===== src/rtl/zuc_pkg.sv =====
// Shared definitions for the 128-EEA3 request generator: state encodings,
// EEA3 field widths and the IV builder.
package zuc_pkg;

  localparam logic [1:0] ST_IDLE = 2'd0;
  localparam logic [1:0] ST_CTL  = 2'd1;
  localparam logic [1:0] ST_RUN  = 2'd2;

  localparam int COUNT_W  = 32;
  localparam int BEARER_W = 5;
  localparam int WORD_W   = 32;
  localparam int NBITS_W  = 6;
  localparam int LEN_W    = 32;
  localparam int WLEFT_W  = 27;
  localparam int KEY_W    = 128;
  localparam int IV_W     = 128;

  // EEA3 IV: first 8 bytes are COUNT (big-endian), {BEARER,DIR,00}, three zero
  // bytes; the second 8 bytes repeat the first.
  function automatic logic [IV_W-1:0] eea3_iv(input logic [COUNT_W-1:0]  count,
                                               input logic [BEARER_W-1:0] bearer,
                                               input logic                dir);
    logic [63:0] half;
    half = {count, bearer, dir, 2'b00, 24'h000000};
    return {half, half};
  endfunction

endpackage


===== src/rtl/zuc_eea3_req.sv =====
// 128-EEA3 request generator: one init (IV/key) transfer per message, then
// ceil(LENGTH/32) keystream-word requests tagged with their valid-bit count.
module zuc_eea3_req
  import zuc_pkg::*;
#(
  parameter int tw = 1
) (
  input  logic                  clk,
  input  logic                  rst,
  input  logic                  s_valid,
  output logic                  s_ready,
  input  logic [KEY_W-1:0]      s_key,
  input  logic [COUNT_W-1:0]    s_count,
  input  logic [BEARER_W-1:0]   s_bearer,
  input  logic                  s_direction,
  input  logic [LEN_W-1:0]      s_length,
  input  logic [tw-1:0]         s_tag,
  output logic                  m_ctl_valid,
  input  logic                  m_ctl_ready,
  output logic [IV_W-1:0]       m_ctl_iv,
  output logic [KEY_W-1:0]      m_ctl_key,
  output logic                  m_valid,
  input  logic                  m_ready,
  output logic                  m_last,
  output logic [tw+NBITS_W-1:0] m_user
);

  logic [1:0]         state_q, state_d;
  logic [WLEFT_W-1:0] words_left_q, words_left_d;
  logic [4:0]         len_lo_q, len_lo_d;
  logic [IV_W-1:0]    iv_q, iv_d;
  logic [KEY_W-1:0]   key_q, key_d;
  logic [tw-1:0]      tag_q, tag_d;

  logic               last_word;
  logic [NBITS_W-1:0] nbits;

  assign last_word = (words_left_q == '0);
  // Only the final word can be partial; a zero low field means a full word.
  assign nbits     = (last_word && (len_lo_q != 5'd0)) ? {1'b0, len_lo_q} : NBITS_W'(WORD_W);

  always_comb begin
    state_d      = state_q;
    words_left_d = words_left_q;
    len_lo_d     = len_lo_q;
    iv_d         = iv_q;
    key_d        = key_q;
    tag_d        = tag_q;
    case (state_q)
      ST_IDLE: begin
        if (s_valid && (s_length != '0)) begin
          key_d        = s_key;
          tag_d        = s_tag;
          len_lo_d     = s_length[4:0];
          iv_d         = eea3_iv(s_count, s_bearer, s_direction);
          // ceil(len/32) - 1 == (len - 1) / 32 for any non-zero len
          words_left_d = WLEFT_W'((s_length - 32'd1) >> 5);
          state_d      = ST_CTL;
        end
      end
      ST_CTL: begin
        if (m_ctl_ready) begin
          state_d = ST_RUN;
        end
      end
      ST_RUN: begin
        if (m_ready) begin
          if (last_word) begin
            state_d = ST_IDLE;
          end else begin
            words_left_d = words_left_q - WLEFT_W'(1);
          end
        end
      end
      default: state_d = ST_IDLE;
    endcase
  end

  always_ff @(posedge clk or posedge rst) begin
    if (rst) begin
      state_q      <= ST_IDLE;
      words_left_q <= '0;
      len_lo_q     <= '0;
      iv_q         <= '0;
      key_q        <= '0;
      tag_q        <= '0;
    end else begin
      state_q      <= state_d;
      words_left_q <= words_left_d;
      len_lo_q     <= len_lo_d;
      iv_q         <= iv_d;
      key_q        <= key_d;
      tag_q        <= tag_d;
    end
  end

  assign s_ready     = (state_q == ST_IDLE);
  assign m_ctl_valid = (state_q == ST_CTL);
  assign m_valid     = (state_q == ST_RUN);
  assign m_last      = (state_q == ST_RUN) && last_word;
  assign m_ctl_iv    = iv_q;
  assign m_ctl_key   = key_q;
  assign m_user      = {tag_q, nbits};

endmodule


===== config.mk =====
export PLATFORM = sky130hd
export DESIGN_NAME = zuc_eea3_req
export DESIGN_NICKNAME = d
export VERILOG_FILES = /design/src/rtl/zuc_pkg.sv /design/src/rtl/zuc_eea3_req.sv
export SDC_FILE = /design/constraint.sdc
export NUM_CORES = 1
export LEC_CHECK = 0
export BUFFER_PORTS_ARGS = -buffer_cell sky130_fd_sc_hd__buf_2
export CELL_PAD_IN_SITES_DETAIL_PLACEMENT = 0
export CELL_PAD_IN_SITES_GLOBAL_PLACEMENT = 2
export CORE_MARGIN = 5
export CORE_UTILIZATION = 30
export CTS_BUF_LIST = sky130_fd_sc_hd__clkbuf_16
export CTS_CLUSTER_SIZE = 8
export DETAILED_ROUTE_END_ITERATION = 16
export PLACE_DENSITY_LB_ADDON = 0.05
export SYNTH_ARGS = -nofsm -noshare
export SYNTH_HDL_FRONTEND = slang
export SYNTH_SLANG_ARGS = --single-unit

===== constraint.sdc =====
create_clock -name clk -period 16.3 [get_ports clk]
set_input_delay 4.075 -clock clk [delete_from_list [all_inputs] [get_ports clk]]
set_output_delay 4.075 -clock clk [all_outputs]
set_load 0.01 [all_outputs]

* After elaboration in Yosys (flattened, before gate mapping)
Cells that the tools add are included.
Widths: inputs -> output; s select.
** Word-level totals
- Flip-flop bits (word level) :: 239
- Latch bits :: 0
- Memory bits (writable) :: 0
- Bits in read-only memories :: 0
- Bits of input ports :: 204
- Output and inout bits :: 267
- Logic and storage cells :: 36
- Memories :: 0
** Operators by class
- $add $sub $neg :: 2
- Multiply operators :: 0
- Div/mod/pow operators :: 0
- Order comparisons :: 0
- Eq/ne operators :: 7
- Shift operators :: 0
- Multiplexer cells :: 10
- Bitwise logic cells :: 0
- Reductions and logical operators :: 11
** Operators with widths (count)
- $mux 27 :: 3
- $pmux 27 s2 :: 1
- $reduce_bool 32->1 :: 1
- $sub 32x1->32 const B :: 1
- $logic_not 27->1 :: 1
- $sub 27x1->27 const B :: 1
- $mux 2 :: 4
- $ne 2x1->1 const B :: 4
- $reduce_and 4->1 :: 2
- $mux 6 :: 1
- $pmux 2 s3 :: 1
- $reduce_bool 5->1 :: 1
- $logic_and 1x1->1 :: 3
- $eq 2x1->1 const B :: 1
- $eq 2x2->1 const B :: 1
- $logic_not 2->1 :: 1
- $ne 2x2->1 const B :: 1
- $reduce_and 2->1 :: 1
- $reduce_bool 2->1 :: 1

* Logic depth before layout (Yosys ltp)
- Depth in word-level cells :: 4
- Mapped depth :: 10
- Mapped depth without buffers :: 8

* Worst setup path before layout
No wires, ideal clock.
- Kind :: input to register
- From :: input s_length[19]
- To :: register iv_q[115] (netlist: m_ctl_iv[115])
- Library setup time :: 0.128 ns
- Data arrival time :: 5.839 ns
- Required time :: 16.172 ns
- Setup slack :: 10.334 ns
- Stages on the path :: 8
- Cells stage by stage :: nor4_2 nand4_2 nor2_1 a21oi_1 clkbuf_1 buf_2 buf_2 mux2_1
** On the way
- Longest elaborated chain between the ends :: 3
** RTL lines
- start: declaration :: line zuc_eea3_req.sv:16 : input logic [LEN_W-1:0] s_length,
- $reduce_bool 32->1 :: line zuc_eea3_req.sv:51 : if (s_valid && (s_length != '0)) begin
- $logic_and 1x1->1 :: line zuc_eea3_req.sv:51
- $reduce_and 2->1 (no source line)
- end signal: assignment :: line zuc_eea3_req.sv:91 : iv_q <= iv_d;
- end: declaration :: line zuc_eea3_req.sv:31 : logic [IV_W-1:0] iv_q, iv_d;
Every way passes these cells.
A chain may end at the register's enable or synchronous reset.

* Final worst setup path
- From :: register words_left_q[13]
- To :: output m_last
** On the way
- Longest elaborated chain between the ends :: 2
** RTL lines
- start: declaration :: line zuc_eea3_req.sv:29 : logic [WLEFT_W-1:0] words_left_q, words_left_d;
- start signal: assignment :: line zuc_eea3_req.sv:89 : words_left_q <= words_left_d;
- $logic_not 27->1 :: line zuc_eea3_req.sv:38 : assign last_word = (words_left_q == '0);
- $logic_and 1x1->1 :: line zuc_eea3_req.sv:100 : assign m_last = (state_q == ST_RUN) && last_word;
- end: declaration :: line zuc_eea3_req.sv:24 : output logic m_last,
Every way passes these cells.

==> impl_metrics.yaml <==
cells_and_area:
  fin_area_um2: 12300
  area_growth_syn_to_layout_pct: 29.3
  final_util_pct: 39.2
  layout-drive-gt1-share_pct: 48.3
  stdcell_count: 1564
  final_nets: 1361
cts:
  cts_hold_buf: 0
  cts_buffers: 29
  clock-root-buffer: "clkbuf_16"
  h-tree-depth: 1
  worstSkewPairLatency_ns: 0.55
  clkSinkCount: 201
  postCtsResizedCells: 0
  clock_path_buffers: 3
  cts_setup_buffers: 0
  cts_tree: "yes"
  clk_pin_slew_ns: 0.06
die:
  die_width_um: 188
  coreArea_um2: 31500
  start_util_pct: 30.3
  ios: 471
  rows: 65
  die_area_um2: 35400
  fp.dieH_um: 188
sta:
  min_period_ns: 6.92
  setup_tns_ns: 0
  setup_violations: 0
  skew_ns: 0.00711
  worst_pin_slew_ns: 1.06
  rsz0062_at_grt: "false"
  worst_slack_ns: 9.38
  drv_slew: 0
  fin_crit_sh_pct: 42.4
  timing.fmax_mhz: 145
  slew-limit-headroom_pct: 29.4
  hold_violations: 0
routing:
  drt_iter0_drc: 312
  drcViolationCount: 0
  wl_per_cell_um: 21.3
  drt.antenna.violating_nets: 0
  vias: 7340
  dr.pass1.iters: 4
  avgViaCountPerCell: 4.69
  routed_wl_um: 33300
logic_synthesis:
  yosys_warnings: 0
  synth_simple_gate_area_share_pct: 8.08
  syn_area_per_cell_um2: 12.3
  synthArstFlopShare_pct: 100
  synth.area.mux_share_pct: 20.6
  ys.flop_type: "dfrtp_1"
  synth_cell_types: 61
  synth_edf_count: 0
  yosysSeqAreaShare_pct: 52.8
  synth_top_family_by_area: "multiplexers"
  synth_seq_cells: 201
  netlist_instances: 776
  synthAdderAreaFrac_pct: 0.131
  synthXorXnorAreaFrac_pct: 1.47
  synth_compound_area_share_pct: 7.76
  syn-cell-area_um2: 9530
global_routing:
  grtUsageTotal_pct: 18.0
  antenna_found_initial: 12
  grt_first_pass_wirelength_um: 49500
  grt_pass1_vias: 7784
  grt_overflow: 0
  grt_max_degree: 182
flow_run:
  max-cap-violations: 0
worst_setup_path:
  worstPathRequired_ns: 12.23
  worstSetupStartpointType: "flop"
  cp-end-kind: "output port"
  worst_ep_arrival_time_ns: 2.84
  cp_max_fo: 6
  critPathKind: "reg -> out"
outcome:
  outcome: "complete, no violations"
min_path:
  worstHoldPathType: "reg -> reg"
placed_design:
  hpwlAfterDp_um: 24600
  dpl_cell_area_um2: 11600
  dp_slack_ns: 9.55
  post-place-cells: 1527
  gp_congestion: 0.761
  portBuffers: 418
power:
  power_leakage_uw: 0.00578
  peakVddDrop_mv: 0.116
  cellPowerDensity_nw_per_um2: 199
[per-layer routing]
| layer | up-vias | wire, um | GRT usage [%] |
|---|---|---|---|
| met1 | 3606 | 12200 | 20.4 |
| li1 | 3393 | - | - |
| met4 | 18 | 810 | 4.01 |
| met3 | 62 | 3350 | 7.91 |
| met5 | - | 100 | 0 |
| met2 | 261 | 16800 | 31.5 |
[cells by family (layout without fill, tap and decap cells)]
family	after synthesis	in the layout
DFF	201	201
AOI/OAI and AO/OA	115	115
xor gates and xnor gates	16	16
other	1	54
muxes	175	175
adders and majority gates	1	1
buffers and inverters	134	467
and+or+nand+nor	133	133
[cells in the final DEF, fill, tap and decap left out, drive strengths merged, types with 13 or more instances in the layout]
master	instances
nor4	13
dfrtp	201
nand2	27
o21ai	34
conb	52
mux2	173
inv	13
nor3	17
clkbuf	29
nor2	23
buf	423
a21oi	28
[sequential cells by signal (all words and copies together) (netlist names)]
| signal | cells |
|---|---|
| len_lo_q | 5 |
| words_left_q | 27 |
| state_q | 2 |
| m_ctl_key | 128 |
| m_ctl_iv | 38 |
| tag_q | 1 |
[through the flow]
step	power, uW	hold WS, ns
after global placement	1950	0.461
after global routing	2630	0.490
after detailed placement	1950	0.469
after CTS	2500	0.480
after floorplan	1550	0.457
final	2460	0.476
[final cells by class]
| type | count | area (um^2) |
|---|---|---|
| Fill cell | 3163 | 19200 |
| Sequential cell | 201 | 5030 |
| Multi-Input combinational cell | 492 | 3840 |
| Timing Repair Buffer | 423 | 2140 |
| Clock buffer | 29 | 726 |
| Tap cell | 402 | 503 |
| Inverter | 9 | 41.3 |
| Clock inverter | 6 | 38.8 |
| Antenna cell | 2 | 5.00 |
[path summary, 6_finish.rpt]
check / slack, ns / cells past startpoint / from / end
setup / recovery: 9.38 / 5 / words_left_q[13] / m_last
hold / removal: 0.48 / 1 / m_ctl_key[8] / m_ctl_key[8]
setup reg to reg: 12.53 / 7 / state_q[1] / words_left_q[3]
hold reg to reg: 0.48 / 1 / m_ctl_key[8] / m_ctl_key[8]
max in group asynchronous: 10.95 / 3 / rst / m_ctl_key[108]
min in group asynchronous: 3.72 / 2 / rst / m_ctl_key[34]
[cell usage after synthesis, types with 2 or more instances]
master / n / area [um^2]
xor2_1: 7 / 61.3
a21boi_0: 2 / 15.0
clkbuf_1: 18 / 67.6
buf_2: 14 / 70.1
or4_1: 4 / 30.0
nor2_1: 22 / 82.6
nand3b_1: 4 / 30.0
o2bb2ai_1: 3 / 26.3
nor4_1: 6 / 37.5
dfrtp_1: 201 / 5030
o21ai_0: 25 / 125
or2_1: 2 / 12.5
o41ai_1: 8 / 70.1
and2_1: 7 / 43.8
nand2_1: 27 / 101
nand2b_1: 3 / 18.8
a21o_1: 3 / 22.5
mux2_2: 89 / 1000
or3_1: 5 / 31.3
o22ai_1: 6 / 37.5
nor3_1: 17 / 85.1
a21oi_1: 28 / 140
nor4_4: 2 / 42.5
nand4b_1: 2 / 17.5
a22o_1: 5 / 43.8
or2_2: 3 / 18.8
mux2_1: 84 / 946
o21ai_1: 9 / 45.0
mux2i_1: 2 / 20.0
a22oi_1: 2 / 15.0
xnor2_1: 9 / 78.8
nand4_1: 5 / 31.3
a32o_1: 2 / 20.0
o31ai_1: 12 / 90.1
buf_4: 91 / 683
nor4_2: 5 / 62.6
nand3_1: 10 / 50.1
a31oi_1: 2 / 12.5
inv_1: 8 / 30.0
[where the power goes]
part	internal (uW)	switching, uW
Sequential	758	172
Combinational	460	535
Clock	312	221
Total	1530	928
[worst max-delay path, cell delays in order (launching register included)]
cell and delay, ns:
dfrtp_1 0.46, nor4_2 0.51, nand4_1 0.34, or4_1 0.69, nor2_1 0.13, buf_2 0.15
No activity file was read; power rests on OpenSTA's default activity.
